**config.mk**
```make
export PLATFORM = sky130hd
export DESIGN_NAME = rom_reader_flat
export DESIGN_NICKNAME = d
export VERILOG_FILES = /design/src/rtl/rom_pkg.sv /design/src/rtl/rom_reader_if.sv /design/src/rtl/rom_reader.sv /design/src/flat_wrapper.sv
export SDC_FILE = /design/constraint.sdc
export NUM_CORES = 1
export LEC_CHECK = 0
export ABC_AREA = 0
export CAP_MARGIN = 10
export CORE_ASPECT_RATIO = 0.6
export CORE_MARGIN = 4
export CORE_UTILIZATION = 48
export DETAILED_ROUTE_END_ITERATION = 7
export PLACE_DENSITY_LB_ADDON = 0.12
export SETUP_SLACK_MARGIN = 0.05
export SKIP_CTS_REPAIR_TIMING = 1
export SYNTH_ARGS = -nofsm -noshare
export SYNTH_HDL_FRONTEND = slang
export SYNTH_SLANG_ARGS = --single-unit
```
**constraint.sdc**
```tcl
create_clock -name clk_i -period 2.55 [get_ports clk_i]
set_input_delay 0.51 -clock clk_i [delete_from_list [all_inputs] [get_ports clk_i]]
set_output_delay 0.51 -clock clk_i [all_outputs]
set_load 0.02 [all_outputs]
```
**src/rtl/rom_pkg.sv**
```systemverilog
// Shared definitions for the burst ROM reader: default widths and FSM state encoding.
// The optional running-sum output is enabled with the ROM_READER_SUM_EN macro.
package rom_pkg;

    localparam int ADDR_W_DEF = 6;
    localparam int DATA_W_DEF = 16;

    typedef enum logic [1:0] {
        ST_IDLE  = 2'd0,
        ST_READ  = 2'd1,
        ST_DRAIN = 2'd2
    } state_t;

    // The final ROM load of a burst is the one issued while exactly one word remains.
    function automatic logic is_last_load(input logic [ADDR_W_DEF+15:0] remaining);
        return remaining == 1;
    endfunction

endpackage

```
**src/rtl/rom_reader_if.sv**
```systemverilog
// Control, ROM-side and stream-side signals of rom_reader bundled as one interface.
// The sum_o wire is present only when ROM_READER_SUM_EN is defined.
interface rom_reader_if
    import rom_pkg::*;
#(
    parameter int ADDR_W = ADDR_W_DEF,
    parameter int DATA_W = DATA_W_DEF
) ();

    logic              start_i;
    logic [ADDR_W-1:0] base_i;
    logic [ADDR_W:0]   len_i;
    logic [ADDR_W-1:0] rom_addr_o;
    logic [DATA_W-1:0] rom_data_i;
    logic [DATA_W-1:0] dout_o;
    logic              dout_valid_o;
    logic              dout_ready_i;
    logic              busy_o;
    logic              done_o;
`ifdef ROM_READER_SUM_EN
    logic [DATA_W-1:0] sum_o;

    modport slave (
        input  start_i, base_i, len_i, rom_data_i, dout_ready_i,
        output rom_addr_o, dout_o, dout_valid_o, busy_o, done_o, sum_o
    );

    modport master (
        output start_i, base_i, len_i, rom_data_i, dout_ready_i,
        input  rom_addr_o, dout_o, dout_valid_o, busy_o, done_o, sum_o
    );
`else
    modport slave (
        input  start_i, base_i, len_i, rom_data_i, dout_ready_i,
        output rom_addr_o, dout_o, dout_valid_o, busy_o, done_o
    );

    modport master (
        output start_i, base_i, len_i, rom_data_i, dout_ready_i,
        input  rom_addr_o, dout_o, dout_valid_o, busy_o, done_o
    );
`endif

endinterface

```
**src/rtl/rom_reader.sv**
```systemverilog
// Burst reader: streams len_i consecutive words of a combinational ROM from base_i over a
// valid/ready port. Defining ROM_READER_SUM_EN adds a per-burst modulo sum output (sum_o).
module rom_reader
    import rom_pkg::*;
#(
    parameter int ADDR_W = ADDR_W_DEF,
    parameter int DATA_W = DATA_W_DEF
) (
    input  logic        clk_i,
    input  logic        rst_i,
    rom_reader_if.slave bus
);

    state_t            state_q, state_d;
    logic [ADDR_W-1:0] addr_q,  addr_d;
    logic [ADDR_W:0]   rem_q,   rem_d;
    logic [DATA_W-1:0] dout_q,  dout_d;
    logic              valid_q, valid_d;
    logic              done_q,  done_d;
    logic              load;
    logic              beat;
    logic              start_ok;
    logic              last_load;

    // The output register may be refilled whenever it is empty or being drained this cycle.
    assign load      = !valid_q || bus.dout_ready_i;
    assign beat      = valid_q && bus.dout_ready_i;
    assign start_ok  = bus.start_i && (bus.len_i != '0);
    assign last_load = is_last_load({{(ADDR_W_DEF+15-ADDR_W){1'b0}}, rem_q});

    // FSM: state register
    always_ff @(posedge clk_i or posedge rst_i) begin
        if (rst_i) begin
            state_q <= ST_IDLE;
        end else begin
            state_q <= state_d;
        end
    end

    // FSM: next-state logic
    always_comb begin
        state_d = state_q;
        case (state_q)
            ST_IDLE: begin
                if (start_ok) begin
                    state_d = ST_READ;
                end
            end
            ST_READ: begin
                if (load && last_load) begin
                    state_d = ST_DRAIN;
                end
            end
            ST_DRAIN: begin
                if (beat) begin
                    state_d = ST_IDLE;
                end
            end
            default: state_d = ST_IDLE;
        endcase
    end

    // FSM: outputs
    always_comb begin
        bus.busy_o       = (state_q != ST_IDLE);
        bus.rom_addr_o   = addr_q;
        bus.dout_o       = dout_q;
        bus.dout_valid_o = valid_q;
        bus.done_o       = done_q;
    end

    // Datapath next values
    always_comb begin
        addr_d  = addr_q;
        rem_d   = rem_q;
        dout_d  = dout_q;
        valid_d = valid_q;
        done_d  = 1'b0;
        case (state_q)
            ST_IDLE: begin
                if (bus.start_i) begin
                    if (start_ok) begin
                        addr_d = bus.base_i;
                        rem_d  = bus.len_i;
                    end else begin
                        done_d = 1'b1;
                    end
                end
            end
            ST_READ: begin
                if (load) begin
                    dout_d  = bus.rom_data_i;
                    valid_d = 1'b1;
                    addr_d  = addr_q + 1'b1;
                    rem_d   = rem_q - 1'b1;
                end
            end
            ST_DRAIN: begin
                if (beat) begin
                    valid_d = 1'b0;
                    done_d  = 1'b1;
                end
            end
            default: begin
                valid_d = 1'b0;
            end
        endcase
    end

    always_ff @(posedge clk_i or posedge rst_i) begin
        if (rst_i) begin
            addr_q  <= '0;
            rem_q   <= '0;
            dout_q  <= '0;
            valid_q <= 1'b0;
            done_q  <= 1'b0;
        end else begin
            addr_q  <= addr_d;
            rem_q   <= rem_d;
            dout_q  <= dout_d;
            valid_q <= valid_d;
            done_q  <= done_d;
        end
    end

`ifdef ROM_READER_SUM_EN
    logic [DATA_W-1:0] sum_q, sum_d;

    // Every loaded word is eventually accepted, so summing at load time gives the beat sum
    // one cycle before done_o.
    always_comb begin
        sum_d = sum_q;
        if (state_q == ST_IDLE && start_ok) begin
            sum_d = '0;
        end else if (state_q == ST_READ && load) begin
            sum_d = sum_q + bus.rom_data_i;
        end
    end

    always_ff @(posedge clk_i or posedge rst_i) begin
        if (rst_i) begin
            sum_q <= '0;
        end else begin
            sum_q <= sum_d;
        end
    end

    assign bus.sum_o = sum_q;
`endif

endmodule

```
**src/flat_wrapper.sv**
```systemverilog
// flat-port wrapper written by rule: the top's interface ports become plain ports
module rom_reader_flat import rom_pkg::*;
#(
    parameter int ADDR_W = ADDR_W_DEF,
    parameter int DATA_W = DATA_W_DEF
)
  (clk_i, rst_i, bus_start_i, bus_base_i, bus_len_i, bus_rom_data_i, bus_dout_ready_i, bus_rom_addr_o, bus_dout_o, bus_dout_valid_o, bus_busy_o, bus_done_o);
  rom_reader_if #(.ADDR_W(ADDR_W), .DATA_W(DATA_W)) bus_i ();
  input  logic clk_i;
  input  logic rst_i;
  input wire logic [$bits(bus_i.start_i)-1:0] bus_start_i;
  input wire logic [$bits(bus_i.base_i)-1:0] bus_base_i;
  input wire logic [$bits(bus_i.len_i)-1:0] bus_len_i;
  input wire logic [$bits(bus_i.rom_data_i)-1:0] bus_rom_data_i;
  input wire logic [$bits(bus_i.dout_ready_i)-1:0] bus_dout_ready_i;
  output wire logic [$bits(bus_i.rom_addr_o)-1:0] bus_rom_addr_o;
  output wire logic [$bits(bus_i.dout_o)-1:0] bus_dout_o;
  output wire logic [$bits(bus_i.dout_valid_o)-1:0] bus_dout_valid_o;
  output wire logic [$bits(bus_i.busy_o)-1:0] bus_busy_o;
  output wire logic [$bits(bus_i.done_o)-1:0] bus_done_o;
  assign bus_i.start_i = bus_start_i;
  assign bus_i.base_i = bus_base_i;
  assign bus_i.len_i = bus_len_i;
  assign bus_i.rom_data_i = bus_rom_data_i;
  assign bus_i.dout_ready_i = bus_dout_ready_i;
  assign bus_rom_addr_o = bus_i.rom_addr_o;
  assign bus_dout_o = bus_i.dout_o;
  assign bus_dout_valid_o = bus_i.dout_valid_o;
  assign bus_busy_o = bus_i.busy_o;
  assign bus_done_o = bus_i.done_o;
  rom_reader #(.ADDR_W(ADDR_W), .DATA_W(DATA_W)) u_core (.clk_i(clk_i), .rst_i(rst_i), .bus(bus_i));
endmodule
```
# Word-level counts from Yosys, hierarchy flattened
# Index checks and enable logic that the tools add are counted.
# totals
out_inout_bits	25
word_cells	49
register_bits	33
# op_classes
addsub	2
bitwise	1
n_eq_ne	8
reduce_logical	13
mux	19
# op_table
op	n
$mux W7	3
$mux W6	3
$pmux W7 S2	1
$pmux W6 S2	1
$ne A2 B1 Y1 const B	4
$eq A7 B1 Y1 const B	1
$reduce_bool A7 Y1	1
$sub A7 B1 Y7 const B	1
$add A6 B1 Y6 const B	1
$mux W2	3
$pmux W2 S3	1
$reduce_and A3 Y1	2
$mux W1	5
$reduce_and A4 Y1	1
$reduce_bool A2 Y1	2
$logic_and A1 B1 Y1	3
$pmux W1 S3	1
$eq A2 B1 Y1 const B	1
$eq A2 B2 Y1 const B	1
$logic_not A2 Y1	1
$ne A2 B2 Y1 const B	1
$pmux W1 S2	1
$reduce_and A2 Y1	1
$logic_not A1 Y1	1
other kinds (2)	2

# Depth between registers and ports, before layout
# depth
ltp_word	5
mapped_depth	7
mapped_depth_nobuf	5

# Least setup slack after synthesis
# Ideal clock, no wire load.
# synth_path
kind	input to register
start	input port bus_len_i[2]
end	register u_core.addr_q[1], in the netlist u_core.bus.rom_addr_o[1]
cell_stages	5
path_slack_ns	0.804
arrival_ns	1.598
t_required_ns	2.402
path_buffers	1
cell_sequence	or4_4 > o22a_2 > buf_6 > a21oi_1 > a41oi_1
# synth_between
elab_chain_len	4
# synth_lines
element	line	text
start, declared	flat_wrapper.sv:13	input wire logic [$bits(bus_i.len_i)-1:0] bus_len_i;
$reduce_bool A7 Y1	rom_reader.sv:28	assign start_ok = bus.start_i && (bus.len_i != '0);
$logic_and A1 B1 Y1	rom_reader.sv:28	
$ne A2 B1 Y1 (no line)	-	
$reduce_and A4 Y1 (no line)	-	
end signal, assigned	rom_reader.sv:118	addr_q <= addr_d;
end, declared	rom_reader.sv:15	logic [ADDR_W-1:0] addr_q, addr_d;
# Every way passes these cells.
# A chain may end at the register's enable or synchronous reset.

# Worst setup path after layout
# layout_path
start	register u_core.state_q[0]
end	output port bus_busy_o
# layout_between
elab_chain_len	1
# layout_lines
element	line	text
start, declared	rom_reader.sv:14	state_t state_q, state_d;
start signal, assigned	rom_reader.sv:36	state_q <= state_d;
$reduce_bool A2 Y1	rom_reader.sv:65	bus.busy_o = (state_q != ST_IDLE);
end, declared	flat_wrapper.sv:19	output wire logic [$bits(bus_i.busy_o)-1:0] bus_busy_o;
# Every way passes these cells.

==> summary.md <==
| Metric | Value |
|---|---|
| DP Cell Count | 246 |
| CTS Root Buffer Type | clkbuf_8 |
| Iteration count of the initial detailed-routing pass | 4 |
| Setup WS pre-CTS | around 0.12 ns |
| R2R setup slack | between 0.6 and 0.7 ns |
| WHS | ~0.51 ns |
| Chip Height | 53.47 um |
| Slew HR | 0.6675 |
| Ys flop type | dfrtp_1 |
| Status | completed |
| Area grow syn2layout | 43.27% |
| Reg-to-reg startpoint | u_core.state_q[0] |
| Hold EP | u_core.bus.dout_o[10] |
| Layout Nets | 244 |
| Worst Clk Skew | about 0.0035 ns |
| # rows | 16 |
| Largest net degree at the start of global routing | 34 |
| Worst r2r dst | u_core.rem_q[1] |
| Fill cell count | between 200 and 250 |
| Worst reg2reg path depth | 4 |
| Die area | between 4000 and 5000 um^2 |
| Grt met3 use | 0.06376 |
| GR peak layer | met2 |
| Highest Clock Rate | between 400 and 500 MHz |
| Crit path max-delay cell type | clkdlybuf4s50_1 |
| Count of final max-slew check failures | 0 |
| Setup_tns | 0 ns |
| Commonest non-fill, non-tap cell in the layout | clkdlybuf4s50_1 |
| Synth Instances | roughly 150 |
| Core Region | between 3000 and 4000 um^2 |
| Post-synthesis adder-cell area fraction | 0.02269 |
| Io pins | a little under 60 |
| Hold WC Path Type | reg2reg |
| Grt met1 use | 0.2779 |
| Max Cap Viol | 0 |
| Worst Tran Pin Value | approximately 0.5 ns |
| Cell Chain, Critical Path | or2_2 -> clkdlybuf4s50_1 |
| Most frequent cells in the layout | 57 x clkdlybuf4s50_1, 33 x dfrtp_1, 16 x mux2_2, 10 x nand2_1 |
| First-pass GRT wire length | just under 7000 um |
| Crit path kind | reg2out |
| Initial Util | 0.5038 |
| Synth Area in Simple Gates | 0.1551 |
| Drt wl/cell | about 17 um |
| Crit path max fanout | 11 |
| Routed WL | between 4000 and 5000 um |
| PwrDens | 913.9 nW/um^2 |
| Critical Path RT | ~2.0 ns |
| Hold Path Depth | 1 |
| Layout cells sized above 1 | 0.1770 |
| Main combinational cell family by area after synthesis | compound AO/OA/AOI/OAI gates |
| Mux cell area share after synthesis | 0.1150 |
| Compound-Gate Fraction of Synth Area | 0.1732 |
| Post-DR vias/cell | around 5.7 |
| Clock sinks | 33 |
| Avg Cell Area, Syn | about 11 um^2 |
| Arrival time worst endpoint | approximately 1.7 ns |
| Port bufs | 57 |
| Worst-path clk slew | roughly 0.07 ns |
| Clk Latency, worst-skew pair | 0.27 ns |
| RSZ-0062 raised after global routing | no |
| Clk buf depth | 2 |
| Final HPWL DP | between 3000 and 4000 um |
| CTS tree | yes |
| Async set or reset register ratio after synthesis | 1.000 |
| Synth warn | 0 |
| Unique masters post-synth | 44 |
| Grt met2 use | 0.2968 |
| Vias in the first global route | 1366 |
| Leak | roughly 0.00096 uW |
| VDD IR max | about 0.00058 V |
| Detail Route Antenna Nets | 0 |
| H-tree lvl count | 2 |
| Post-route worst setup slack | 0.3534 ns |
| Xor/xnor share of the synthesized area | 0 |
| Global placement routability congestion | a little over 0.8 |
| DR DRC count | 0 |
| Synthesized flop and latch total | 33 |
| GRT Util Overall | 0.1988 |
| CP peak stage delay | approximately 0.55 ns |
| Hold Fails Final Rpt | 0 |
| Synth Net Count | 184 |
| Non-filler instance count after layout | ~250 |
| ANT cells | 0 |
| DR iter-0 viols | around 150 |
| Post-route clock period utilization | 0.8614 |
| CTS buffer count | 5 |
| Via count | 1440 |
| Grt ovf | 0 |
| Initial antenna violation count | 0 |
| Post-synth EDFFs | 0 |
| Register area share after synthesis | 0.4992 |
| Post-Syn Area | approximately 1700 um^2 |
| Endpoints failing setup | 0 |
| Crit path launch type | flop |
| Worst Min Path Start | u_core.bus.dout_o[10] |
| CP Capture Type | output port |
| Final min period | 2.197 ns |
| Die width | between 80 and 90 um |
worst max path at each step:
stage,startpoint,endpoint,slack [ns],depth (start not counted)
2_1_floorplan,bus_len_i[2],u_core.bus.rom_addr_o[1],0.80,5
3_3_place_gp,bus_len_i[2],u_core.rem_q[1],0.22,5
3_5_place_dp,bus_len_i[1],u_core.rem_q[1],0.12,5
4_1_cts,u_core.state_q[0],bus_busy_o,0.35,2
5_1_grt,u_core.state_q[0],bus_busy_o,0.29,2
6_report,u_core.state_q[0],bus_busy_o,0.35,2
final cells by class:
class / instances / area (um^2) / area share
timing repair buffer: 61 / 600.6 / 0.2534
tap: 45 / 56.30 / 0.02376
clock inverter: 1 / 5.005 / 0.002112
sequential: 33 / 825.8 / 0.3485
clock buffer: 7 / 96.34 / 0.04065
inverter: 4 / 15.01 / 0.006336
multi-input combinational: 103 / 770.7 / 0.3252
layer usage:
layer | share of wire | up-vias
li1 | - | 677
met4 | 0.0016 | 0
met5 | 0 | -
met3 | 0.086 | 2
met1 | 0.45 | 699
met2 | 0.46 | 62
Yosys cell counts, drive strengths merged, types with 4 or more instances:
cell type,count,area share
o21ai,5,0.015
a31oi,5,0.019
mux2,16,0.11
nor2,7,0.020
nand3,6,0.018
o2bb2ai,5,0.026
a21oi,7,0.021
inv,4,0.0091
dfrtp,33,0.50
nand2,11,0.026
buf,5,0.019
per-stage QoR:
stage / total power [uW] / util / cell area (um^2)
3_3_place_gp: 1707 / 0.6909 / 2268
5_1_grt: 2308 / 0.7218 / 2370
6_report: 2166 / 0.7218 / 2370
4_1_cts: 2175 / 0.7218 / 2370
3_5_place_dp: 1744 / 0.6909 / 2268
2_1_floorplan: 1354 / - / 1654
sequential cells by signal, summed over array words and instances, names as in the netlist:
name,flops
u_core.bus.dout_valid_o,1
u_core.rem_q,7
u_core.bus.dout_o,16
u_core.bus.rom_addr_o,6
u_core.state_q,2
u_core.bus.done_o,1
cell families (layout without fill, tap and decap cells):
family | after synthesis | count (layout)
compound gates | 41 | 41
fa+ha+maj | 3 | 3
buf+inv | 12 | 73
flops | 33 | 33
mux | 17 | 17
simple gates | 42 | 42
critical path: cells and delay by family, from the launching register on:
kind,cells,cell delay [ns]
buffers and inverters,1,0.55
and+or+nand+nor,1,0.37
DFF,1,0.49
power breakdown:
part           switching (uW)  internal [uW]  leakage, uW
Clock                     179            244    0.0000542
Sequential                163            678     0.000386
Combinational             444            458     0.000519
No activity file was read; power rests on OpenSTA's default activity.
